$ cat src/rtl/edge_event_arbiter.sv
// Dual-edge event detector for N level inputs; detected edges are held as one
// pending flag per channel and offered one at a time on a valid/ready port.
module edge_event_arbiter #(
   parameter int N     = 4,
   parameter int IDX_W = $clog2(N)
) (
   input  logic             clk,
   input  logic             rst,
   input  logic [N-1:0]     din,
   input  logic [N-1:0]     en,
   output logic             ev_valid,
   input  logic             ev_ready,
   output logic [IDX_W-1:0] ev_ch,
   output logic             ev_rise,
   output logic [N-1:0]     ovf,
   input  logic             ovf_clr
);

   typedef enum logic {
      ST_IDLE,
      ST_OFFER
   } state_e;

   state_e           state_q;
   logic [N-1:0]     prev_q, pend_q, pol_q, ovf_q;
   logic [N-1:0]     pend_d, pol_d, ovf_d;
   logic [N-1:0]     edge_det, grant_oh;
   logic [IDX_W-1:0] rr_ptr_q, rr_ptr_d, ev_ch_q, grant_idx;
   logic             ev_valid_q, ev_rise_q;
   logic             grant_any, grant_fire;

   assign edge_det = (din ^ prev_q) & en;

   // Round-robin search: first pending channel at or above rr_ptr, wrapping.
   always_comb begin : rr_search
      logic [IDX_W:0]   sum;
      logic [IDX_W-1:0] idx;
      // NOTE: every variable gets a default before any branch, so no latch is inferred.
      grant_any = 1'b0;
      grant_idx = '0;
      sum       = '0;
      idx       = '0;
      for (int k = 0; k < N; k++) begin
         sum = {1'b0, rr_ptr_q} + (IDX_W+1)'(k);
         if (sum >= (IDX_W+1)'(N)) sum = sum - (IDX_W+1)'(N);
         idx = sum[IDX_W-1:0];
         if (!grant_any && pend_q[idx]) begin
            grant_any = 1'b1;
            grant_idx = idx;
         end
      end
   end

   // A grant happens from IDLE, or on a completed handshake while in OFFER.
   assign grant_fire = grant_any & ((state_q == ST_IDLE) | ev_ready);
   assign grant_oh   = grant_fire ? (N'(1) << grant_idx) : '0;
   assign rr_ptr_d   = (grant_idx == IDX_W'(N - 1)) ? '0 : grant_idx + IDX_W'(1);

   // A new edge beats the grant clear; a disabled channel drops its pending flag.
   assign pend_d = ((pend_q & ~grant_oh) | edge_det) & en;
   assign pol_d  = (pol_q & ~edge_det) | (din & edge_det);
   assign ovf_d  = (ovf_clr ? '0 : ovf_q) | (edge_det & pend_q & ~grant_oh);

   always_ff @(posedge clk or negedge rst) begin
      if (!rst) begin
         state_q    <= ST_IDLE;
         prev_q     <= '0;
         pend_q     <= '0;
         pol_q      <= '0;
         ovf_q      <= '0;
         rr_ptr_q   <= '0;
         ev_ch_q    <= '0;
         ev_rise_q  <= 1'b0;
         ev_valid_q <= 1'b0;
      end else begin
         // NOTE: non-blocking assignments so every register samples pre-edge values.
         prev_q <= din;
         pend_q <= pend_d;
         pol_q  <= pol_d;
         ovf_q  <= ovf_d;
         if (grant_fire) begin
            rr_ptr_q  <= rr_ptr_d;
            ev_ch_q   <= grant_idx;
            ev_rise_q <= pol_q[grant_idx];
         end
         case (state_q)
            ST_IDLE: begin
               if (grant_fire) begin
                  state_q    <= ST_OFFER;
                  ev_valid_q <= 1'b1;
               end
            end
            ST_OFFER: begin
               if (ev_ready && !grant_fire) begin
                  state_q    <= ST_IDLE;
                  ev_valid_q <= 1'b0;
               end
            end
            default: begin
               state_q    <= ST_IDLE;
               ev_valid_q <= 1'b0;
            end
         endcase
      end
   end

   assign ev_valid = ev_valid_q;
   assign ev_ch    = ev_ch_q;
   assign ev_rise  = ev_rise_q;
   assign ovf      = ovf_q;

endmodule

$ cat config.mk
export PLATFORM = sky130hd
export DESIGN_NAME = edge_event_arbiter
export DESIGN_NICKNAME = d
export VERILOG_FILES = /design/src/rtl/edge_event_arbiter.sv
export SDC_FILE = /design/constraint.sdc
export NUM_CORES = 1
export LEC_CHECK = 0
export CAP_MARGIN = 10
export CORE_MARGIN = 1
export CORE_UTILIZATION = 53
export CTS_CLUSTER_SIZE = 10
export DETAILED_ROUTE_END_ITERATION = 16
export GPL_TIMING_DRIVEN = 0
export PLACE_DENSITY = 0.91
export SYNTH_ARGS = -nofsm -noshare
export SYNTH_HDL_FRONTEND = slang
export SYNTH_SLANG_ARGS = --single-unit
$ cat constraint.sdc
create_clock -name clk -period 5.07 [get_ports clk]
set_clock_uncertainty 0.1 [all_clocks]
set_input_delay 0.507 -clock clk [delete_from_list [all_inputs] [get_ports clk]]
set_output_delay 0.507 -clock clk [all_outputs]
set_load 0.05 [all_outputs]
### Word-level counts from Yosys, hierarchy flattened

Cells that the tools add are included.

* bits in registers: 23
* input port bits: 12
* output and inout bits: 8
* logic and storage cells: 86

* add/sub/neg operators: 8
* order comparisons: 9
* equality and inequality tests: 3
* shift-type cells: 1
* mux-type cells: 31
* bitwise logic cells: 16
* reductions and logical operators: 9

Operators by type and width (count)
* bitwise AND 4 bit: 7
* two-way mux 2 bit: 9
* less-than comparator 2 x 3 -> 1 bit, second input constant: 5
* two-way mux 1 bit: 13
* OR 4 bit: 3
* binary-select mux 1 bit (select 2 bit): 5
* >= comparator 3 bit, second input constant: 3
* two-way mux 4 bit: 2
* inverter 4 bit: 2
* subtractor 2 x 1 -> 2 bit, second input constant: 4
* adder 2 x 2 -> 3 bit, second input constant: 2
* logical AND 1 bit: 4
* logical NOT 1 bit: 4
* one-hot mux 1 bit (2 select lines): 2
* << shifter 1 x 2 -> 4 bit, first input constant: 1
* XOR 4 bit: 1
* adder 2 x 1 -> 3 bit, second input constant: 1
* >= comparator 2 x 3 -> 1 bit, second input constant: 1
* adder 2 x 1 -> 2 bit, second input constant: 1
* equality test 2 bit, second input constant: 1
* inequality test 2 x 1 -> 1 bit, second input constant: 1
* inequality test 2 bit, second input constant: 1
* AND reduction 2 bit: 1
* bitwise AND 1 bit: 1
* 2 further kinds: 2

### Longest topological paths before layout

Gate-level depths: netlist (run 1).

* word-level depth: 20
* mapped depth: 8
* mapped depth without buffers: 8

### Worst setup path after synthesis (run 1)

Ideal clock, no wire load.

* kind: register to register
* from: reg rr_ptr_q[1]
* to: reg ovf_q[0], in the netlist ovf[0]
* setup time: 0.101 ns
* arrival: 1.610 ns
* data required time: 4.869 ns
* setup slack: 3.259 ns
* stages on the path, launching flop included: 9
* buffers on the path: 0
* period minus slack after synthesis: 1.811 ns
* cell sequence: dfrtp_1 > mux2i_1 > o22ai_1 > nor2_1 > inv_1 > ha_1 > nand2_1 > nand2_1 > o32ai_1

* word-level cells in the longest chain between the ends: 19
* elaborated cells on any way between the ends: 43
* classes of those cells: add/sub (7); order compare (4); shift (1); mux (21); bitwise (4); reduce/logical (6)

Ends and longest elaborated chain
* start: declaration: line 28 `logic [IDX_W-1:0] rr_ptr_q, rr_ptr_d, ev_ch_q, grant_idx;`
* start signal: assignment: line 82 `rr_ptr_q <= rr_ptr_d;`
* parallel branches: the longest is 13 deep, another holds adder 2 x 1 -> 3 bit
* two-way mux 2 bit *: line 47 `if (!grant_any && pend_q[idx]) begin`
* net grant_idx[0]: line 28
* << shifter 1 x 2 -> 4 bit *: line 56 `assign grant_oh = grant_fire ? (N'(1) << grant_idx) : '0;`
* two-way mux 4 bit *: line 56
* inverter 4 bit *: line 62 `assign ovf_d = (ovf_clr ? '0 : ovf_q) | (edge_det & pend_q & ~grant_oh);`
* bitwise AND 4 bit *: line 62
* OR 4 bit *: line 62
* net ovf_d[0]: line 26 `logic [N-1:0] pend_d, pol_d, ovf_d;`
* end signal: assignment: line 80 `ovf_q <= ovf_d;`
* end: declaration: line 25 `logic [N-1:0] prev_q, pend_q, pol_q, ovf_q;`

Mark *: on every way through the listed nets, which the timed path passes. The select of a mux whose other input is x is not followed.
A chain may end at the register's enable or synchronous reset.

### Worst setup path in the final report (run 1)

Ends and elaborated chain as after synthesis.

==> results of run 1 <==
-- through the flow --
step | std cells | power (mW) | worst slack, ns
2_1_floorplan | 103 | 0.3837 | 3.259
3_3_place_gp | 147 | 0.4463 | 2.982
4_1_cts | 151 | 0.5439 | 2.885
3_5_place_dp | 147 | 0.4584 | 2.942
6_report | 151 | 0.5430 | 2.869
5_1_grt | 151 | 0.5750 | 2.712
-- routing by layer --
layer	share of wire, %	up-vias	global-route usage (%)
li1	-	404	-
met1	43	391	26.03
met2	52	24	41.39
met3	3.8	4	5.490
met4	1.3	0	12.94
met5	0	-	0
-- cell usage after synthesis (2+ instances only) --
| cell type | instances |
|---|---|
| a21oi_1 | 12 |
| xnor2_1 | 4 |
| o21ai_0 | 10 |
| o22ai_1 | 2 |
| nand2_1 | 18 |
| ha_1 | 4 |
| o32ai_1 | 4 |
| mux2i_1 | 2 |
| dfrtp_1 | 23 |
| inv_1 | 11 |
| nor2_1 | 2 |
-- area by class of cell --
class,instances,area [um^2]
fillers,126,485.5
clock inverters,1,7.507
repair buffers,19,190.2
inverters,11,41.29
multi-input cells,69,429.2
flip-flops and latches,23,575.6
well taps,25,31.28
clock buffers,3,22.52
-- cells by family (layout without fill, tap and decap cells) --
family,Yosys count,after routing,share of synthesized area [%]
xor gates and xnor gates,4,4,3.349
AOI/OAI and AO/OA,33,33,19.02
adders and majority gates,4,4,4.785
and+or+nand+nor,26,26,11.96
DFF,23,23,55.02
buffers and inverters,11,34,3.947
muxes,2,2,1.914
-- power by group through the flow --
stage	Clock, mW	Combinational [mW]	Sequential (mW)
final	0.0874	0.210	0.246
after global routing	0.0968	0.227	0.251
after CTS	0.0880	0.210	0.246
after detailed placement	0	0.209	0.250
after global placement	0	0.200	0.246
after floorplan	0	0.0803	0.303
-- worst reg2reg max path, stage by stage (launching register included) --
cell     delay, ns
dfrtp_1       0.46
mux2i_1       0.20
o22ai_1       0.12
nor2_1        0.40
inv_1         0.16
ha_1          0.23
nand2_1       0.06
nand2_1       0.08
o32ai_1       0.30
-- worst paths after layout --
path | startpoint | end
max in group asynchronous | rst | async pin
hold / removal | state_q | ev_valid
setup reg to reg | rr_ptr_q[1] | ovf[0]
min in group asynchronous | rst | ev_valid
setup / recovery | rr_ptr_q[1] | ovf[0]
hold reg to reg | state_q | ev_valid
==> flow_metrics.tcl, run 1 <==
set metrics [dict create \
    synth_seq_cells 23 \
    crit_top_cell "nand2_1" \
    cts_hold_buf 0 \
    fin_hold_ws_ns 0.3580 \
    route.detailed.drc 0 \
    worst-path-stages 8 \
    overflow 0 \
    cts_setup_buffers 0 \
    path_max_fanout 6 \
    yosysTopAreaCell "dfrtp_1" \
    critPathBufInv 1 \
    clock_path_buffers 2 \
    grt_setup_unrepaired "no" \
    insertion_delay_ns 0.31 \
    cts_buffers 3 \
    min_path_type "flop to flop" \
    grt.total_usage_pct 23.68 \
    ir_drop_mv 0.2770 \
    p_sw_mw 0.2171 \
    mostFrequentLayoutCells "23 x dfrtp_1, 19 x clkdlybuf4s50_1, 18 x nand2_1" \
    root_buffer "clkbuf_4" \
    power_frac_clock_pct 16.1 \
    cp-end-kind "flop" \
    fin_crit_sh_pct 43.41 \
    drt_iter0_markers 12 \
    place.gp.congestion 0.8124 \
    nets 143 \
    mostFrequentLayoutCell "dfrtp_1" \
    worstRegToRegCells 8 \
    dp_hpwl_um 1608 \
    yosys_warnings 0 \
    ys_top_cells_by_area "dfrtp_1 55%, nand2_1 6.5%, a21oi_1 5.7%, ha_1 4.8%, o21ai_0 4.8%" \
    die_h_um 46.43 \
    clock-sinks 23 \
    syn_avg_cell_area_um2 10.16 \
    synth-async-reset-ratio_pct 100.0 \
    reg2reg_setup_slack_ns 2.87 \
    synth_cell_type_count 22 \
    synth_top_cell_area_share_pct 55.02 \
    drv_slew 0 \
    cpPeakStageDelay_ns 0.46 \
    setup_viol 0 \
    status "finished clean" \
    fin_util_pct 72.77 \
    n_antenna_cell 0 \
    grt_max_degree 24 \
    vias_per_cell 5.450 \
    fin_setup_tns_ns 0 \
    hold_depth 1 \
    grt_pass1_wl_um 3498 \
    p_leak_nw 0.5643 \
    synth_area_um2 1046 \
    cts_resized 0 \
    syn2layout_area_growth_pct 24.04 \
    critPathRequiredTime_ns 5.19 \
    io_pins 20 \
    wl_um 2120 \
    cp_top_family "simple AND/OR/NAND/NOR gates" \
    die_w_um 46.43 \
    swShare_pct 39.98 \
    finalInstanceArea_um2 1297 \
    cts_max_level 1 \
    drive_gt1_share_pct 6.349 \
    drtPass1Iterations 4 \
    critPathKind "flop to flop" \
    initial_utilization_pct 58.67 \
    grt_pass1_vias 871 \
    ant_nets 0 \
    startpoint_type "flop" \
    core_area_um2 1783 \
    arrival_ns 2.32 \
    num_rows 15 \
    syn_nets 119 \
    hold_viol_final 0 \
    clk_pin_slew_ns 0.13 \
    via_count 823 \
    worst_slew_pin_slew_ns 0.9656 \
    max_freq_mhz 454.3 \
    power_density_nw_per_um2 418.5 \
    cp_cell_sequence "mux2i_1 -> o22ai_1 -> nor2_1 -> inv_1 -> ha_1 -> nand2_1 -> nand2_1 -> o32ai_1" \
    seq_area_frac_synth_pct 55.02 \
    synthFlopType "dfrtp_1" \
    comb_power_share_pct 38.6 \
    slew_headroom_pct 35.43 \
    max-cap-violations 0 \
    internal-power_mw 0.3259 \
    synth_cells 103 \
    place_area_um2 1267 \
    critPathSlowestCell "dfrtp_1" \
    routedWlPerCell_um 14.04 \
    antenna_found_initial 0 \
    finalCriticalPeriod_ns 2.201 \
    die-area_um2 2155 \
    synth-edff-count 0 \
    seq_power_share_pct 45.3 \
    portBuffers 19 \
    cts_tree "yes" \
]
(Power assumes the default switching activity.)
==> run 2: changes to the inputs <==
--- a/config.mk
+++ b/config.mk
@@ -7,11 +7,11 @@
 export LEC_CHECK = 0
 export CAP_MARGIN = 10
 export CORE_MARGIN = 1
-export CORE_UTILIZATION = 53
+export CORE_UTILIZATION = 45
 export CTS_CLUSTER_SIZE = 10
 export DETAILED_ROUTE_END_ITERATION = 16
 export GPL_TIMING_DRIVEN = 0
-export PLACE_DENSITY = 0.91
+export PLACE_DENSITY = 0.83
 export SYNTH_ARGS = -nofsm -noshare
 export SYNTH_HDL_FRONTEND = slang
 export SYNTH_SLANG_ARGS = --single-unit
==> constraint.sdc (replaced) <==
create_clock -name clk -period 1.8 [get_ports clk]
set_clock_uncertainty 0.1 [all_clocks]
set_input_delay 0.18 -clock clk [delete_from_list [all_inputs] [get_ports clk]]
set_output_delay 0.18 -clock clk [all_outputs]
set_load 0.05 [all_outputs]
==> run 2 against run 1 <==
Against the previous run:
- the flow now finishes with violations (negative setup slack)
- flip-flop and latch count unchanged
- sequential power rose to 2.9 times the previous value
- core utilization down 2.1 points
- largest power group is now combinational logic
- final cell count up 8.6%
- hold slack worse by 0.071 ns
- clock power rose to 2.7 times the previous value
- sequential share of layout area down 7.0 points
- highest routed layer unchanged
- power rose to 3.4 times the previous value
==> flow_metrics.tcl, run 2 (synthesis results as in run 1) <==
set metrics [dict create \
    critPathKind "flop to flop" \
    max_freq_mhz 533.6 \
    grt.total_usage_pct 22.38 \
    mostFrequentLayoutCells "20 x dfrtp_1, 11 x nand2_1, 11 x clkdlybuf4s50_1" \
    antenna_found_initial 0 \
    n_antenna_cell 0 \
    finalWorstSetupSlack_ns -0.07392 \
    cts_buffers 3 \
    max-cap-violations 0 \
    cts_max_level 1 \
    via_count 911 \
    num_rows 17 \
    io_pins 20 \
    fill_cells 154 \
    p_leak_nw 0.7444 \
    wl_um 2680 \
    power_density_nw_per_um2 1176 \
    setup_viol 5 \
    fin_util_pct 70.70 \
    mostFrequentLayoutCell "dfrtp_1" \
    ant_nets 0 \
    finalCriticalPeriod_ns 1.874 \
    insertion_delay_ns 0.31 \
    drtPass1Iterations 4 \
    cp-end-kind "flop" \
    drive_gt1_share_pct 32.35 \
    status "finished, violations left" \
    place_ws_ns -0.3302 \
    syn2layout_area_growth_pct 48.09 \
    vias_per_cell 5.555 \
    drv_slew 0 \
    fin_crit_sh_pct 104.1 \
    cp_top_family "compound AO/OA/AOI/OAI gates" \
    clk_pin_slew_ns 0.13 \
    die_h_um 50.21 \
    drt_iter0_markers 11 \
    dp_cells 150 \
    crit_top_cell "nand2_2" \
    slew_headroom_pct 33.48 \
    place.gp.congestion 0.8080 \
    cp_cell_sequence "nand2b_4 -> a21oi_2 -> nor2_4 -> buf_6 -> ha_2 -> nand2_2 -> nand2_2 -> o32ai_2" \
    root_buffer "clkbuf_4" \
    multiInputGateArea_um2 570.5 \
    path_max_fanout 5 \
    cpPeakStageDelay_ns 0.49 \
    worstRegToRegCells 8 \
    critPathRequiredTime_ns 1.92 \
    grt_pass1_vias 961 \
    critPathBufInv 1 \
    grt_setup_unrepaired "yes" \
    clock-sinks 23 \
    seqCellArea_um2 579.3 \
    min_path_type "primary input to flop" \
    clock_path_buffers 2 \
    cts_tree "yes" \
    hold_viol_final 0 \
    ir_drop_mv 0.7395 \
    worst_slew_pin_slew_ns 0.9946 \
    violations "negative setup slack" \
    startpoint_type "flop" \
    core_area_um2 2191 \
    cts_hold_buf 0 \
    route.detailed.drc 0 \
    die_w_um 50.21 \
    portBuffers 19 \
    routedWlPerCell_um 16.34 \
    grt_max_degree 24 \
    hold_depth 1 \
    fin_setup_tns_ns -0.2473 \
    initial_utilization_pct 47.74 \
    worst-path-stages 8 \
    dp_hpwl_um 1553 \
    die-area_um2 2521 \
    fin_cells 164 \
    arrival_ns 1.99 \
    overflow 0 \
    grt_pass1_wl_um 4181 \
    nets 153 \
    critPathSlowestCell "dfrtp_2" \
]
-- run 2: changes by cell type in the layout (fill, tap and decap cells not counted), moves of 3 or more --
cell	change
o32ai_2	+4
nand2_1	-7
dfrtp_2	+3
ha_1	-3
dlymetal6s2s_1	+8
dfrtp_1	-3
buf_6	+3
buf_4	+7
o32ai_1	-4
clkdlybuf4s50_1	-8
nand2_2	+7
a21oi_1	-3
-- run 2: final cells by class --
cell class	instances	share of cell area, %
Multi-Input combinational cell	69	36.83
Timing Repair Buffer	29	19.14
Sequential cell	23	37.40
Inverter	11	2.666
Tap cell	28	2.262
Clock buffer	4	1.696
-- run 2: layer usage --
metal | up-vias | share of wire [%] | track usage, %
met5 | - | 0 | 0
li1 | 422 | - | -
met3 | 7 | 3.5 | 4.242
met1 | 454 | 41 | 26.34
met2 | 28 | 53 | 38.67
met4 | 0 | 2.1 | 10.95
-- run 2: path summary, 6_finish.rpt --
kind	start	to	slack, ns
min in group asynchronous	rst	pend_q[3]	0.30
worst min-delay path	din[2]	prev_q[2]	0.29
max in group asynchronous	rst	rr_ptr_q[1]	0.63
worst max-delay path	rr_ptr_q[1]	ovf[1]	-0.07
worst max register to register	rr_ptr_q[1]	ovf[1]	-0.07
worst min register to register	state_q	ev_valid	0.37
-- run 2: power by group --
| part | switching [mW] | internal (mW) |
|---|---|---|
| combinational | 0.481 | 0.387 |
| clock | 0.154 | 0.0865 |
| sequential | 0.100 | 0.613 |
| total | 0.735 | 1.09 |
-- run 2: through the flow --
step | hold slack (ns) | total power [mW] | instance area, um^2
finish | 0.2867 | 1.821 | 1549
global route | 0.2802 | 1.914 | 1549
CTS | 0.2880 | 1.666 | 1435
detailed placement | 0.3393 | 1.290 | 1274
global placement | 0.3198 | 1.261 | 1274
floorplan | -0.2156 | 1.084 | 1049
-- run 2: what timing repair did --
item / in CTS / in global routing
gates resized for setup: 21 / 23
endpoints found under the setup margin: 9 / 14
pin swaps: 7 / 10
buffers inserted: 6 / 4
==> run 3: changes to the inputs <==
--- a/config.mk
+++ b/config.mk
@@ -12,6 +12,7 @@
 export DETAILED_ROUTE_END_ITERATION = 16
 export GPL_TIMING_DRIVEN = 0
 export PLACE_DENSITY = 0.83
+export SETUP_SLACK_MARGIN = 0.5
 export SYNTH_ARGS = -nofsm -noshare
 export SYNTH_HDL_FRONTEND = slang
 export SYNTH_SLANG_ARGS = --single-unit
==> run 3 against run 2 <==
Against the previous run:
- the run ends with negative hold slack, negative setup slack left
- maximum frequency about the same
- hold slack worse by 0.38 ns
- register-to-register slack about the same
- global-route usage is 0.34 points lower
- non-clock buffer count is 4 higher
- power increased by 2.0%
- die area stayed put
- critical path type unchanged
- worst setup slack better by 0.00098 ns
- critical endpoint is now ev_rise
- flip-flop and latch count stayed put
- final area increased by 3.4%
- count of clock-buffer cells in the layout fell by 1
==> flow_metrics.tcl, run 3 (synthesis results as in run 1) <==
set metrics [dict create \
    grt.total_usage_pct 22.04 \
    dp_hpwl_um 1487 \
    grt_max_degree 24 \
    core_area_um2 2191 \
    die_h_um 50.21 \
    cp_cell_sequence "buf_12 -> nand2b_4 -> a21oi_4 -> buf_6 -> or3b_4 -> a211o_1 -> o311ai_1" \
    clk_pin_slew_ns 0.14 \
    clock-sinks 23 \
    vias_per_cell 5.720 \
    die-area_um2 2521 \
    insertion_delay_ns 0.32 \
    finalWorstSetupSlack_ns -0.07294 \
    grt_use_met2_pct 39.33 \
    route.detailed.drc 0 \
    cts_tree "yes" \
    min_path_type "primary input to async pin" \
    critPathSlowestCell "dfrtp_2" \
    fin_hold_ws_ns -0.09522 \
    swShare_pct 42.45 \
    p_leak_nw 0.6942 \
    slew_headroom_pct 31.43 \
    power_frac_clock_pct 13.5 \
    violations "negative hold slack, negative setup slack" \
    grt_setup_unrepaired "yes" \
    syn2layout_area_growth_pct 53.11 \
    path_max_fanout 5 \
    finalInstanceArea_um2 1602 \
    status "finished, violations left" \
    arrival_ns 1.98 \
    clock_path_buffers 2 \
    drtPass1Iterations 4 \
    grt_pass1_vias 955 \
    setup_viol 7 \
    comb_power_share_pct 47.7 \
    n_antenna_cell 0 \
    critPathKind "flop to flop" \
    fin_cells 168 \
    ant_nets 0 \
    cts_buffers 3 \
    grt.busiest_layer "met2" \
    hold_viol_final 23 \
    nets 157 \
    max_freq_mhz 533.9 \
    use_met1_pct 26.09 \
    die_w_um 50.21 \
    grt_use_met3_pct 2.727 \
    via_count 961 \
    cts_max_level 1 \
    num_rows 17 \
    fin_crit_sh_pct 104.1 \
    initial_utilization_pct 47.74 \
    dp_cells 150 \
    max-cap-violations 0 \
    place.gp.congestion 0.8164 \
    internal-power_mw 1.069 \
    io_pins 20 \
    wl_um 2910 \
    root_buffer "clkbuf_4" \
    critPathRequiredTime_ns 1.91 \
    p_sw_mw 0.7887 \
    mostFrequentLayoutCells "19 x dfrtp_1, 10 x nand2_1, 10 x clkdlybuf4s50_1" \
    cpPeakStageDelay_ns 0.48 \
    antenna_found_initial 0 \
    fin_setup_tns_ns -0.3128 \
    total_power_mw 1.858 \
    portBuffers 19 \
    drive_gt1_share_pct 45.71 \
    drv_slew 0 \
    power_density_nw_per_um2 1160 \
    seq_power_share_pct 38.8 \
    drt_iter0_markers 27 \
    place_ws_ns -0.1751 \
    mostFrequentLayoutCell "dfrtp_1" \
    finalCriticalPeriod_ns 1.873 \
    ir_drop_mv 0.7245 \
    grt_pass1_wl_um 4126 \
    cp-end-kind "flop" \
    worst_slew_pin_slew_ns 1.027 \
    place_area_um2 1287 \
    overflow 0 \
    routedWlPerCell_um 17.32 \
    startpoint_type "flop" \
]
-- run 3: path summary, 6_finish.rpt --
kind | start | endpoint | slack [ns] | depth (start not counted)
setup / recovery | pend_q[2] | ev_rise | -0.07 | 7
hold / removal | rst | ovf[3] | -0.1 | 1
setup reg to reg | pend_q[2] | ev_rise | -0.07 | 7
hold reg to reg | state_q | ev_valid | 0.37 | 1
max in group asynchronous | rst | pend_q[1] | 1.00 | 1
min in group clk | din[3] | prev_q[3] | 0.28 | 1
-- run 3: power groups by stage --
stage               registers, mW  clock network (mW)  logic (mW)
floorplan                   0.857                   0       0.239
global placement            0.695                   0       0.578
detailed placement          0.705                   0       0.596
CTS                         0.702               0.247       0.683
global route                0.729               0.273       0.933
finish                      0.720               0.252       0.886
-- run 3: layer usage --
metal | part of all wire [%] | vias to the layer above | routed length [um]
li1 | - | 435 | -
met1 | 41 | 489 | 1200
met2 | 53 | 31 | 1541
met3 | 3.4 | 6 | 99
met4 | 2.3 | 0 | 68
met5 | 0 | - | 0
-- run 3: timing repair --
action,4_1_cts,5_1_grt
pin swaps,10,19
setup endpoints to repair,22,37
gates resized for setup,64,27
buffers inserted,8,6
endpoints found under the hold margin,0,0
hold buffers,0,0
-- run 3: per-stage QoR --
step           utilization [%]  hold WS [ns]
6_report                 73.10      -0.09522
5_1_grt                  73.10       0.01014
4_1_cts                  64.93        0.2811
3_5_place_dp             58.77        0.3393
3_3_place_gp             58.77        0.3203
2_1_floorplan                -       -0.2156
-- run 3: critical path, delay by kind of cell (launching register included) --
kind	cells	cell delay [ns]
compound gates	3	0.45
buf+inv	2	0.27
flops	1	0.48
simple gates	2	0.43
-- run 3: final cells by class --
class	instances	area, um^2
Sequential cell	23	580.6
Tap cell	28	35.03
Clock buffer	3	22.52
Clock inverter	1	5.005
Timing Repair Buffer	33	295.3
Inverter	11	41.29
Multi-Input combinational cell	69	621.8
Fill cell	146	589.3
